===== src/rtl/c7bbiu_arb.sv =====
// c7bbiu_arb: round-robin arbiter that lets the IFU and the LSU share one memory port.
// A grant is held until the memory accepts it. The owner of each accepted transaction is
// queued in an in-order ID FIFO, so every memory response goes back to the requester that
// issued it.
module c7bbiu_arb #(
  parameter int ADDR_W = 32,
  parameter int DATA_W = 32,
  parameter int OUTST  = 4
) (
  input  logic              clk,
  input  logic              resetn,
  input  logic              ifu_req,
  input  logic [ADDR_W-1:0] ifu_addr,
  output logic              ifu_ack,
  output logic              ifu_data_valid,
  input  logic              lsu_req,
  input  logic              lsu_wr,
  input  logic [ADDR_W-1:0] lsu_addr,
  input  logic [DATA_W-1:0] lsu_wdata,
  output logic              lsu_ack,
  output logic              lsu_data_valid,
  output logic [DATA_W-1:0] rdata,
  output logic              mem_req,
  output logic              mem_wr,
  output logic [ADDR_W-1:0] mem_addr,
  output logic [DATA_W-1:0] mem_wdata,
  input  logic              mem_ack,
  input  logic              mem_rdata_valid,
  input  logic [DATA_W-1:0] mem_rdata,
  output logic              err_unexp_rsp
);

  localparam int PW = $clog2(OUTST);
  localparam int CW = PW + 1;
  localparam logic [CW-1:0] FULL_CNT = CW'(OUTST);

  // Owner encoding used in the ID FIFO and the owner register
  localparam logic OWN_IFU = 1'b0;
  localparam logic OWN_LSU = 1'b1;

  typedef enum logic {ST_IDLE, ST_REQ} state_t;

  state_t             state_q, state_d;
  logic               owner_q, owner_d;
  logic               pref_lsu_q, pref_lsu_d;   // 1: LSU wins the next tie
  logic [CW-1:0]      count_q, count_d;
  logic [PW-1:0]      wr_ptr_q, wr_ptr_d;
  logic [PW-1:0]      rd_ptr_q, rd_ptr_d;
  logic [OUTST-1:0]   fifo_q, fifo_d;
  logic               mem_req_q, mem_req_d;
  logic               mem_wr_q, mem_wr_d;
  logic [ADDR_W-1:0]  mem_addr_q, mem_addr_d;
  logic [DATA_W-1:0]  mem_wdata_q, mem_wdata_d;
  logic               err_q, err_d;

  logic               push;
  logic               pop;
  logic               fifo_empty;
  logic               head_owner;
  logic               win_lsu;

  // Grant FSM. It grants in IDLE only while the registered count leaves room, holds the
  // registered request in REQ, and pushes the owner when the memory acks.
  always_comb begin
    state_d     = state_q;
    owner_d     = owner_q;
    pref_lsu_d  = pref_lsu_q;
    mem_req_d   = mem_req_q;
    mem_wr_d    = mem_wr_q;
    mem_addr_d  = mem_addr_q;
    mem_wdata_d = mem_wdata_q;
    push        = 1'b0;
    win_lsu     = lsu_req && (!ifu_req || pref_lsu_q);
    case (state_q)
      ST_IDLE: begin
        if ((ifu_req || lsu_req) && (count_q < FULL_CNT)) begin
          owner_d     = win_lsu ? OWN_LSU : OWN_IFU;
          pref_lsu_d  = !win_lsu;
          mem_req_d   = 1'b1;
          // An IFU transaction is always a read
          mem_wr_d    = win_lsu && lsu_wr;
          mem_addr_d  = win_lsu ? lsu_addr : ifu_addr;
          mem_wdata_d = win_lsu ? lsu_wdata : mem_wdata_q;
          state_d     = ST_REQ;
        end
      end
      ST_REQ: begin
        if (mem_ack) begin
          push      = 1'b1;
          mem_req_d = 1'b0;
          state_d   = ST_IDLE;
        end
      end
      default: state_d = ST_IDLE;
    endcase
  end

  // ID FIFO bookkeeping. A response that arrives while the FIFO is empty is dropped and
  // flagged; a same-cycle push is not visible to that pop.
  always_comb begin
    fifo_empty = (count_q == '0);
    pop        = mem_rdata_valid && !fifo_empty;
    head_owner = fifo_q[rd_ptr_q];
    count_d    = count_q + CW'(push) - CW'(pop);
    wr_ptr_d   = wr_ptr_q + PW'(push);
    rd_ptr_d   = rd_ptr_q + PW'(pop);
    err_d      = err_q || (mem_rdata_valid && fifo_empty);
  end

  // Each FIFO entry loads the current owner when the write pointer selects it on a push
  generate
    for (genvar gi = 0; gi < OUTST; gi++) begin : g_fifo
      assign fifo_d[gi] = (push && (wr_ptr_q == PW'(gi))) ? owner_q : fifo_q[gi];
    end
  endgenerate

  // State register with synchronous active-low reset
  always_ff @(posedge clk) begin
    if (!resetn) begin
      state_q     <= ST_IDLE;
      owner_q     <= OWN_IFU;
      pref_lsu_q  <= 1'b0;
      count_q     <= '0;
      wr_ptr_q    <= '0;
      rd_ptr_q    <= '0;
      fifo_q      <= '0;
      mem_req_q   <= 1'b0;
      mem_wr_q    <= 1'b0;
      mem_addr_q  <= '0;
      mem_wdata_q <= '0;
      err_q       <= 1'b0;
    end else begin
      state_q     <= state_d;
      owner_q     <= owner_d;
      pref_lsu_q  <= pref_lsu_d;
      count_q     <= count_d;
      wr_ptr_q    <= wr_ptr_d;
      rd_ptr_q    <= rd_ptr_d;
      fifo_q      <= fifo_d;
      mem_req_q   <= mem_req_d;
      mem_wr_q    <= mem_wr_d;
      mem_addr_q  <= mem_addr_d;
      mem_wdata_q <= mem_wdata_d;
      err_q       <= err_d;
    end
  end

  // The acks and response strobes are combinational and are forced low while in reset
  assign ifu_ack        = resetn && push && (owner_q == OWN_IFU);
  assign lsu_ack        = resetn && push && (owner_q == OWN_LSU);
  assign ifu_data_valid = resetn && pop && (head_owner == OWN_IFU);
  assign lsu_data_valid = resetn && pop && (head_owner == OWN_LSU);
  assign rdata          = mem_rdata;
  assign mem_req        = mem_req_q;
  assign mem_wr         = mem_wr_q;
  assign mem_addr       = mem_addr_q;
  assign mem_wdata      = mem_wdata_q;
  assign err_unexp_rsp  = err_q;

endmodule


===== config.mk =====
export PLATFORM = sky130hd
export DESIGN_NAME = c7bbiu_arb
export DESIGN_NICKNAME = d
export VERILOG_FILES = /design/src/rtl/c7bbiu_arb.sv
export SDC_FILE = /design/constraint.sdc
export NUM_CORES = 1
export LEC_CHECK = 0
export ABC_AREA = 1
export CAP_MARGIN = 10
export CORE_MARGIN = 3
export CORE_UTILIZATION = 39
export CTS_CLUSTER_SIZE = 40
export DETAILED_ROUTE_END_ITERATION = 6
export GPL_ROUTABILITY_DRIVEN = 0
export PLACE_DENSITY = 0.82
export SLEW_MARGIN = 20
export SYNTH_ARGS = -nofsm -noshare
export SYNTH_HDL_FRONTEND = slang
export SYNTH_SLANG_ARGS = --single-unit

===== constraint.sdc =====
create_clock -name clk -period 2.45 [get_ports clk]
set_input_delay 0.735 -clock clk [delete_from_list [all_inputs] [get_ports clk]]
set_output_delay 0.735 -clock clk [all_outputs]
set_load 0.03 [all_outputs]

==> report_table.html <==
<table>
<tr><th>Metric</th><th>Value</th></tr>
<tr><th colspan="2">Drt</th></tr>
<tr><td>DRC violations left</td><td>0</td></tr>
<tr><td>Average routed wire per standard cell</td><td>10.9 µm</td></tr>
<tr><td>Detailed-route wire length</td><td>10600 µm</td></tr>
<tr><td>Post-detailed-route count of antenna-violating nets</td><td>0</td></tr>
<tr><td>Average via count per standard cell</td><td>about 4.3</td></tr>
<tr><td>Detailed-route via count</td><td>4161</td></tr>
<tr><td>Number of DRC markers in iteration 0</td><td>~240</td></tr>
<tr><td>Pre-Repair DR Iteration Count</td><td>4</td></tr>
<tr><th colspan="2">STA</th></tr>
<tr><td>Worst Slack Setup Final</td><td>between 0.07 and 0.08 ns</td></tr>
<tr><td>Fmax</td><td>roughly 420 MHz</td></tr>
<tr><td>Final count of pins violating max slew</td><td>0</td></tr>
<tr><td>Post-route fraction of the period consumed by the critical path</td><td>0.969</td></tr>
<tr><td>Unrepaired setup endpoints after global routing</td><td>true</td></tr>
<tr><td>Clk_skew</td><td>between 0.01 and 0.015 ns</td></tr>
<tr><td>Rel. slew slack</td><td>0.713</td></tr>
<tr><td>Worst Hold Margin</td><td>0.453 ns</td></tr>
<tr><td>Period minus WS final</td><td>2.37 ns</td></tr>
<tr><td>Actual slew at the worst max-slew pin</td><td>between 0.4 and 0.5 ns</td></tr>
<tr><td>Hold Violations, Final</td><td>0</td></tr>
<tr><td>Number of failing setup endpoints in the final timing report</td><td>0</td></tr>
<tr><th colspan="2">Yosys</th></tr>
<tr><td>Yosys synthesis warning count</td><td>0</td></tr>
<tr><td>List of most frequent post-synthesis cells</td><td>sky130_fd_sc_hd__nand2_1 (185), sky130_fd_sc_hd__inv_1 (175), sky130_fd_sc_hd__dfxtp_1 (81), sky130_fd_sc_hd__nand3_1 (74), sky130_fd_sc_hd__nor2_1 (43)</td></tr>
<tr><td>Mean area per synthesized cell</td><td>6.29 µm²</td></tr>
<tr><td>Leading cell type by number of instances after synthesis</td><td>sky130_fd_sc_hd__nand2_1</td></tr>
<tr><td>Cell accounting for the most synthesized area</td><td>sky130_fd_sc_hd__dfxtp_1</td></tr>
<tr><td>Post-Syn Instances</td><td>690</td></tr>
<tr><td>Flip-flop and latch count after synthesis</td><td>81</td></tr>
<tr><td>Cell types with the largest area share after synthesis</td><td>sky130_fd_sc_hd__dfxtp_1 (37%), sky130_fd_sc_hd__nand2_1 (16%), sky130_fd_sc_hd__inv_1 (15%), sky130_fd_sc_hd__nand3_1 (8.5%), sky130_fd_sc_hd__buf_4 (6.4%)</td></tr>
<tr><td>FFs w/ async S/R, synth</td><td>0</td></tr>
<tr><td>Sequential cell area fraction in the yosys report</td><td>0.373</td></tr>
<tr><td>Cell area after synthesis</td><td>4340 µm²</td></tr>
<tr><td>Post-synthesis cell type count</td><td>25</td></tr>
<tr><td>Area share of the largest cell type after synthesis</td><td>0.373</td></tr>
<tr><td>Post-Syn Nets</td><td>around 830</td></tr>
<tr><td>Number of enable flip-flop cells after synthesis</td><td>0</td></tr>
<tr><td>Most used flip-flop cell after synthesis</td><td>sky130_fd_sc_hd__dfxtp_1</td></tr>
<tr><th colspan="2">Layout</th></tr>
<tr><td>Area growth syn-to-layout</td><td>42.9%</td></tr>
<tr><td>Final Non-Filler Cells</td><td>967</td></tr>
<tr><td>Antenna Diode Count</td><td>0</td></tr>
<tr><td>Layout cells sized above 1</td><td>0.0602</td></tr>
<tr><td>Finished Core Util</td><td>0.588</td></tr>
<tr><td>Final Net Count</td><td>964</td></tr>
<tr><th colspan="2">Setup path</th></tr>
<tr><td>First element of the critical path</td><td>mem_rdata_valid</td></tr>
<tr><td>Critical Path Source Type</td><td>input pin</td></tr>
<tr><td>Maximum fanout encountered on the critical timing path</td><td>2</td></tr>
<tr><td>Worst EP required</td><td>1.71 ns</td></tr>
<tr><td>Crit path capture type</td><td>output port</td></tr>
<tr><td>Worst Setup Path Type</td><td>in -&gt; out</td></tr>
<tr><td>Arrival time at the worst endpoint</td><td>around 1.6 ns</td></tr>
<tr><td>Startpoint of the worst register-to-register path</td><td>state_q$_SDFF_PN0_</td></tr>
<tr><th colspan="2">GRT</th></tr>
<tr><td>Aggregate global-route resource usage</td><td>0.168</td></tr>
<tr><td>Antenna violations before repair</td><td>0</td></tr>
<tr><td>Vias in the first global route</td><td>3881</td></tr>
<tr><td>Global-route wire length before repair</td><td>about 17000 µm</td></tr>
<tr><td>Maximum number of pins on one net before global-route repair</td><td>42</td></tr>
<tr><td>Remaining global-route overflow</td><td>0</td></tr>
<tr><th colspan="2">Worst hold path</th></tr>
<tr><td>Hold Path Class</td><td>reg -&gt; reg</td></tr>
<tr><td>Beginning of the worst hold path</td><td>err_unexp_rsp$_SDFF_PN0_</td></tr>
<tr><th colspan="2">Clocking</th></tr>
<tr><td>TritonCTS clock tree</td><td>yes</td></tr>
<tr><td>Total number of H-tree levels</td><td>3</td></tr>
<tr><td>Later-pin clock latency in the skew report</td><td>0.35 ns</td></tr>
<tr><td>Clock-pin slew of the registers on the worst-case setup and hold paths</td><td>0.08 ns</td></tr>
<tr><td>Total CTS buffers</td><td>9</td></tr>
<tr><td>Clock buffer depth</td><td>2</td></tr>
<tr><td>Hold bufs inserted after CTS</td><td>0</td></tr>
<tr><td>Number of sinks driven by the clock tree</td><td>81</td></tr>
<tr><td>Root cell of the clock tree</td><td>sky130_fd_sc_hd__clkbuf_8</td></tr>
<tr><th colspan="2">Flow run</th></tr>
<tr><td>Number of max-cap violations</td><td>0</td></tr>
<tr><th colspan="2">Placed design</th></tr>
<tr><td>Hpwl dp</td><td>7920 µm</td></tr>
<tr><td>Number of port buffers</td><td>between 150 and 200</td></tr>
<tr><td>Worst slack after detailed placement</td><td>-0.172 ns</td></tr>
<tr><td>Inst Count DP</td><td>950</td></tr>
<tr><th colspan="2">Floorplanning</th></tr>
<tr><td>Effective utilization at floorplan</td><td>0.411</td></tr>
<tr><td>Y dimension of the die</td><td>112 µm</td></tr>
<tr><td>Number of placement rows</td><td>37</td></tr>
<tr><td>Top-Level Pins</td><td>between 200 and 250</td></tr>
<tr><td>Floorplan core area</td><td>10600 µm²</td></tr>
<tr><td>DIE AREA</td><td>between 10000 and 15000 µm²</td></tr>
<tr><td>Die span in x</td><td>112 µm</td></tr>
<tr><th colspan="2">Power</th></tr>
<tr><td>Leakage power total</td><td>3.12 nW</td></tr>
<tr><td>Overall power of the completed layout</td><td>5.52 mW</td></tr>
<tr><td>Power Dens Cells</td><td>889 nW/µm²</td></tr>
<tr><td>VDD IR max</td><td>0.383 mV</td></tr>
<tr><th colspan="2">Run status</th></tr>
<tr><td>Outcome</td><td>finished clean</td></tr>
</table>
-- final timing paths --
| kind | end | slack, ns | depth (start not counted) |
|---|---|---|---|
| worst min-delay path | err_unexp_rsp$_SDFF_PN0_ | 0.45 | 2 |
| worst max register to register | count_q[2]$_SDFF_PN0_ | 0.64 | 9 |
| worst max-delay path | ifu_data_valid | 0.08 | 4 |
| worst min register to register | err_unexp_rsp$_SDFF_PN0_ | 0.45 | 2 |
-- routing by layer --
layer | wire length [µm] | vias to the layer above | global-route usage
met5 | 0 | - | 0
met1 | 4500 | 1747 | 0.198
li1 | - | 2240 | -
met4 | 206 | 0 | 0.0600
met3 | 1150 | 22 | 0.0679
met2 | 4720 | 152 | 0.276
-- layout make-up --
cell class | instances | area [µm²]
fill | 1001 | 4350
timing repair buffer | 188 | 1860
multi-input combinational | 365 | 1640
sequential | 81 | 1620
inverter | 181 | 681
tap | 136 | 170
clock buffer | 9 | 124
clock inverter | 7 | 101
-- per-stage QoR --
| stage | area, µm² | setup TNS (ns) |
|---|---|---|
| 5_1_grt | 6200 | -0.00115 |
| 4_1_cts | 6170 | 0 |
| 3_5_place_dp | 5940 | -0.542 |
| 6_report | 6200 | 0 |
| 2_1_floorplan | 4350 | 0 |
| 3_3_place_gp | 5940 | -0.315 |
-- cell usage in the layout (no fill, tap or decap), types with 2 or more instances in the layout --
cell type	count
sky130_fd_sc_hd__ha_1	2
sky130_fd_sc_hd__nand3_1	74
sky130_fd_sc_hd__nand2_2	3
sky130_fd_sc_hd__inv_6	2
sky130_fd_sc_hd__nand4_1	4
sky130_fd_sc_hd__nor2_4	2
sky130_fd_sc_hd__clkdlybuf4s50_1	167
sky130_fd_sc_hd__clkbuf_8	9
sky130_fd_sc_hd__buf_4	16
sky130_fd_sc_hd__buf_12	2
sky130_fd_sc_hd__nand2_4	2
sky130_fd_sc_hd__nor3_4	2
sky130_fd_sc_hd__clkinvlp_4	2
sky130_fd_sc_hd__inv_2	4
sky130_fd_sc_hd__o21ai_0	2
sky130_fd_sc_hd__dfxtp_1	81
sky130_fd_sc_hd__bufinv_16	2
sky130_fd_sc_hd__inv_1	175
sky130_fd_sc_hd__nor2_1	43
sky130_fd_sc_hd__nand2_1	184
sky130_fd_sc_hd__a21oi_1	41
-- what timing repair did --
| item | in CTS | in global routing |
|---|---|---|
| pin swaps | 0 | 2 |
| buffers inserted | 0 | 1 |
| setup endpoints to repair | 3 | 3 |
| gates resized for setup | 3 | 5 |
-- power by group --
group / leakage [nW] / internal (mW) / switching, mW
combinational: 2.35 / 1.07 / 1.55
sequential: 0.668 / 1.65 / 0.182
clock: 0.106 / 0.582 / 0.493
-- worst max-delay path, cell delays in order --
cell	delay, ns
sky130_fd_sc_hd__clkdlybuf4s50_1	0.48
sky130_fd_sc_hd__nand3_1	0.10
sky130_fd_sc_hd__a21oi_1	0.15
sky130_fd_sc_hd__buf_4	0.18
-- kinds of logic (layout without fill, tap and decap cells) --
logic type	after synthesis	in the layout	synth area share
xor+xnor	2	2	0.00404
simple gates	316	316	0.305
fa+ha+maj	3	3	0.0104
compound gates	44	44	0.0516
buf+inv	244	385	0.255
flops	81	81	0.373
-- state kept, by name, summed over array words and instances (netlist names) --
signal	count
fifo_q	4
mem_req	1
mem_wdata	32
err_unexp_rsp	1
owner_q	1
rd_ptr_q	2
mem_wr	1
mem_addr	32
state_q	1
count_q	3
wr_ptr_q	2
pref_lsu_q	1
Note: power is estimated with default switching activity, not from simulation.
==> variant 1: new RTL, same settings <==
Take the reset off `mem_addr_q` and load it in a clocked block of its own.
--- a/src/rtl/c7bbiu_arb.sv
+++ b/src/rtl/c7bbiu_arb.sv
@@ -127,5 +127,4 @@
       mem_req_q   <= 1'b0;
       mem_wr_q    <= 1'b0;
-      mem_addr_q  <= '0;
       mem_wdata_q <= '0;
       err_q       <= 1'b0;
@@ -140,8 +139,11 @@
       mem_req_q   <= mem_req_d;
       mem_wr_q    <= mem_wr_d;
-      mem_addr_q  <= mem_addr_d;
       mem_wdata_q <= mem_wdata_d;
       err_q       <= err_d;
     end
+  end
+
+  always_ff @(posedge clk) begin
+    mem_addr_q <= mem_addr_d;
   end
 
Formal check against the unedited RTL: not equivalent (a bounded check fails within 4 cycles, from zero or initial values and one cycle with resetn low).
==> variant 1 against the unedited design <==
Worst setup slack better by 0.092 ns; power down 4.9%; via count shrank 11%; cell area decreased by 4.2%; area after synthesis shrank 8.4%; global-route usage increased by 1.6 points; wire length up 0.92%; critical endpoint is now lsu_ack; sequential cell count unchanged; largest cell class is now registers; critical path type unchanged.
==> variant 1: results (changes against the unedited design) <==
| Metric | Value |
|---|---|
| Vias per inst | `4.46 (+3.6%)` |
| Headroom to the max-slew limit | `75.6% (+4.3 points)` |
| GRT Util Overall | `18.4% (+1.6 points)` |
| Placed cells | `812 (-15%)` |
| Min-Delay Endpoint | `err_unexp_rsp` |
| Worst VDD drop | `0.000434 V (+13%)` |
| Maximum fanout along the worst path | `4 (+2)` |
| Sequential-to-total area share from yosys stat | `48.8% (+11 points)` |
| Mux share of post-synthesis cell area | `0% (unchanged)` |
| First-pass GRT wire length | `16.7 mm (-4.3%)` |
| Post-CTS setup buffer count | `0 (unchanged)` |
| Post-Layout Cell Count | `828 (-14%)` |
| Syn_area_per_cell | `7.28 um2 (+16%)` |
| WP data arrival | `1.55 ns (-0.09 ns)` |
| Synth Area in XOR/XNOR | `0.440% (+0.037 points)` |
| Worst r2r dst | `count_q[2]` |
| Worst slack at placement | `-0.117 ns (+0.0542 ns)` |
| WHS | `0.464 ns (+0.0111 ns)` |
| Lkg Pwr | `2.79 nW (-11%)` |
| Vias in the first global route | `3,472 (-11%)` |
| Drt total wl | `10.7 mm (+0.92%)` |
| Clock buffer depth | `2 (unchanged)` |
| Largest net degree at the start of global routing | `48 (+14%)` |
| Worst flop-to-flop path startpoint | `count_q[2]` |
| Synth warnings | `0 (unchanged)` |
| CP max stage delay | `0.31 ns (-0.17 ns)` |
| Synth area leaders | `dfxtp_1 (25%), edfxtp_1 (24%), nand2_1 (18%), inv_1 (11%), buf_4 (6.6%)` |
| R2R cell count | `10 (+1)` |
| Starting DRC count in detailed routing | `212 (-13%)` |
| DP HPWL | `7.92 mm (about the same)` |
| Share of layout cells above drive strength 1 | `6.33% (+0.31 points)` |
| Status | `completed` |
| Highest-delay cell along the critical path | `dlygate4sd2_1` |
| Top cells by count, synth | `nand2_1 (186), inv_1 (113), dfxtp_1 (49)` |
| Hold path startpoint | `err_unexp_rsp` |
| Max Clock Skew | `0.0123 ns (-0.000930 ns)` |
| Number of synthesized flops with an enable pin | `32 (+32)` |
| Async SR Flop Fraction | `0% (unchanged)` |
| Synth Area in Compound Gates | `1.92% (-3.2 points)` |
| Adder-cell share of the synthesized area | `1.13% (+0.095 points)` |
| Count of different cell masters after synthesis | `25 (unchanged)` |
| CTS buffer count | `9 (unchanged)` |
| Syn nets | `684 (-17%)` |
| Fillers | `851 (-15%)` |
| Hold Path Depth | `2 (unchanged)` |
-- variant 1: cell types whose count changed after synthesis, moves of 2 or more --
cell | unedited run | this run
nand2_2 | 3 | 1
nand3_1 | 74 | 42
edfxtp_1 | 0 | 32
dfxtp_1 | 81 | 49
buf_4 | 37 | 35
nor2_1 | 43 | 39
inv_2 | 4 | 1
buf_2 | 7 | 10
inv_1 | 175 | 113
buf_6 | 6 | 0
a21oi_1 | 41 | 11
clkbuf_1 | 11 | 6
-- variant 1: logic make-up after synthesis --
family,Yosys count
compound gates,14
xor+xnor,2
fa+ha+maj,3
buf+inv,169
flops,81
simple gates,277
-- variant 1: where the power goes --
part	switching, W	internal (W)
clock	0.000533	0.000489
combinational	0.00136	0.000927
sequential	0.000154	0.00178
total	0.00205	0.00320
-- variant 1: per-layer routing --
metal / share of wire, % / vias up / GRT usage, %
li1: - / 1870 / -
met1: 40 / 1664 / 21.0
met2: 51 / 142 / 33.3
met3: 7.5 / 14 / 4.70
met4: 1.7 / 0 / 6.39
met5: 0 / - / 0
-- variant 1: how the worst max path moves through the flow --
stage,from,to,slack (ns),depth (start not counted)
after CTS,mem_rdata_valid,lsu_data_valid,0.02,4
final,resetn,lsu_ack,0.17,4
after floorplan,resetn,lsu_ack,0.06,3
after detailed placement,resetn,ifu_data_valid,-0.12,4
after global routing,count_q[2],ifu_data_valid,0.11,5
after global placement,resetn,ifu_data_valid,-0.12,4
-- variant 1: repair_timing --
action,4_1_cts,5_1_grt
gates resized for setup,6,6
pin swaps,0,1
endpoints found under the setup margin,3,3
-- variant 1: worst min-delay path, cell delays in order, from the launching register on --
cell and delay, ns:
dfxtp_1 0.32, inv_1 0.05, a21oi_1 0.05
-- variant 1: metrics by stage --
step | instance area (um2) | utilization [%]
floorplan | 3980 | -
global placement | 5690 | 57.6
detailed placement | 5690 | 57.6
CTS | 5910 | 59.9
global route | 5940 | 60.2
finish | 5940 | 60.2
-- variant 1: layout make-up --
cell class / count / area (um2) / share of cell area (%)
Clock buffer: 9 / 124 / 2.09
Multi-Input combinational cell: 296 / 1310 / 22.1
Inverter: 115 / 432 / 7.27
Clock inverter: 7 / 82.6 / 1.39
Tap cell: 133 / 166 / 2.80
Timing Repair Buffer: 187 / 1880 / 31.7
Sequential cell: 81 / 1940 / 32.7
==> variant 2: new RTL, same settings <==
Made on the original files. Set the parameter `ADDR_W` to 40 (it was 32).
--- a/src/rtl/c7bbiu_arb.sv
+++ b/src/rtl/c7bbiu_arb.sv
@@ -4,5 +4,5 @@
 // issued it.
 module c7bbiu_arb #(
-  parameter int ADDR_W = 32,
+  parameter int ADDR_W = 40,
   parameter int DATA_W = 32,
   parameter int OUTST  = 4
Interface: changed (resized ifu_addr, lsu_addr and mem_addr); port bits go from 238 to 262. No check against the original RTL was run, so the function may have changed too.
==> variant 2 against the unedited design <==
Wire length increased by 17%; first-iteration DRC count decreased by 9.1%; cell area increased by 12%; critical path depth unchanged; sequential cell count increased by 8; worst setup slack improved by 0.12 ns; power increased by 16%; area after synthesis increased by 9.5%; count of clock-buffer cells in the layout increased by 3; via count increased by 14%.
==> variant 2: results (changes against the unedited design) <==
| Metric | Value |
|---|---|
| GRT Util Overall | `17.6% (+0.77 points)` |
| DP HPWL | `9.12 mm (+15%)` |
| Max Clock Skew | `0.00442 ns (-0.00884 ns)` |
| Worst flop-to-flop path startpoint | `count_q[2]` |
| Placed Area | `6650 um2 (+12%)` |
| Seq pwr share | `31.6% (-1.5 points)` |
| Share of layout cells above drive strength 1 | `5.74% (-0.28 points)` |
| Vias per inst | `4.43 (+3.0%)` |
| Largest net degree at the start of global routing | `44 (+4.8%)` |
| Drt pass-1 iters | `4 (unchanged)` |
| Synth Area in XOR/XNOR | `0.369% (-0.035 points)` |
| Worst slack at placement | `-0.118 ns (+0.0537 ns)` |
| Pwr Density | `917 nW/um2 (+3.1%)` |
| Clock latency on the worst-skew pair | `0.32 ns (-0.03 ns)` |
| Root Driver | `clkbuf_16` |
| # port buffers | `197 (+14%)` |
| Adder-cell share of the synthesized area | `0.948% (-0.090 points)` |
| Synth area leaders | `dfxtp_1 (37%), nand2_1 (16%), inv_1 (15%), nand3_1 (9.5%), buf_4 (6.5%)` |
| WHS | `0.452 ns (-0.00155 ns)` |
| Highest-delay cell along the critical path | `dlygate4sd2_1` |
| First-pass GRT wire length | `19.2 mm (+10%)` |
| Sw Pwr | `0.00249 W (+12%)` |
| Hold Path Depth | `2 (unchanged)` |
| Sequential-to-total area share from yosys stat | `37.5% (+0.13 points)` |
| Reg2Reg Setup Slack | `0.75 ns (+0.11 ns)` |
| P_clk | `0.00137 W (+27%)` |
| Critical path class | `in -> out` |
| Top FF cell, synth | `dfxtp_1` |
| Maximum fanout along the worst path | `4 (+2)` |
| Cells after Synth | `760 (+10%)` |
| Via Count | `4,729 (+14%)` |
| Synth Area in Compound Gates | `5.55% (+0.40 points)` |
| CP max stage delay | `0.32 ns (-0.16 ns)` |
| Count of different cell masters after synthesis | `24 (-4.0%)` |
| Final period util | `92.2% (-4.8 points)` |
| WP data arrival | `1.52 ns (-0.12 ns)` |
| Status | `completed` |
| Starting DRC count in detailed routing | `221 (-9.1%)` |
| Top cells by count, synth | `nand2_1 (201), inv_1 (192), nand3_1 (90)` |
| Lkg Pwr | `3.51 nW (+12%)` |
| Reg clk slew, reported paths | `0.06 ns (-0.02 ns)` |
| Routed WL per cell | `11.6 um (+6.4%)` |
| Worst VDD drop | `0.000502 V (+31%)` |
| Vias in the first global route | `4,135 (+6.5%)` |
| Fillers | `1,054 (+5.3%)` |
[variant 2: cell types whose count changed after synthesis, sizes merged]
cell and change:
buf +2, nand3 +16, inv +16, a21oi +8, dfxtp +8, clkbuf +4
nand2 +16
[variant 2: cell type report]
type                    instances  area (um2)  share of cell area, %
repair buffers                218        2170                   31.2
well taps                     143         179                   2.57
clock inverters                 3        40.0                  0.574
multi-input cells             405        1800                   25.8
inverters                     197         741                   10.6
flip-flops and latches         89        1780                   25.6
clock buffers                  12         256                   3.68
[variant 2: how the worst max path moves through the flow]
stage | from | endpoint | cells after the start
detailed placement | resetn | lsu_ack | 4
CTS | mem_rdata_valid | ifu_data_valid | 4
floorplan | resetn | ifu_ack | 4
global route | resetn | lsu_ack | 4
finish | resetn | lsu_ack | 4
global placement | resetn | lsu_ack | 4
[variant 2: layer usage]
layer	global-route usage [%]	vias up	wire [um]
met5	0	-	0
met1	21.3	2069	5330
li1	-	2503	-
met2	29.9	136	5990
met3	4.82	21	879
met4	6.19	0	221
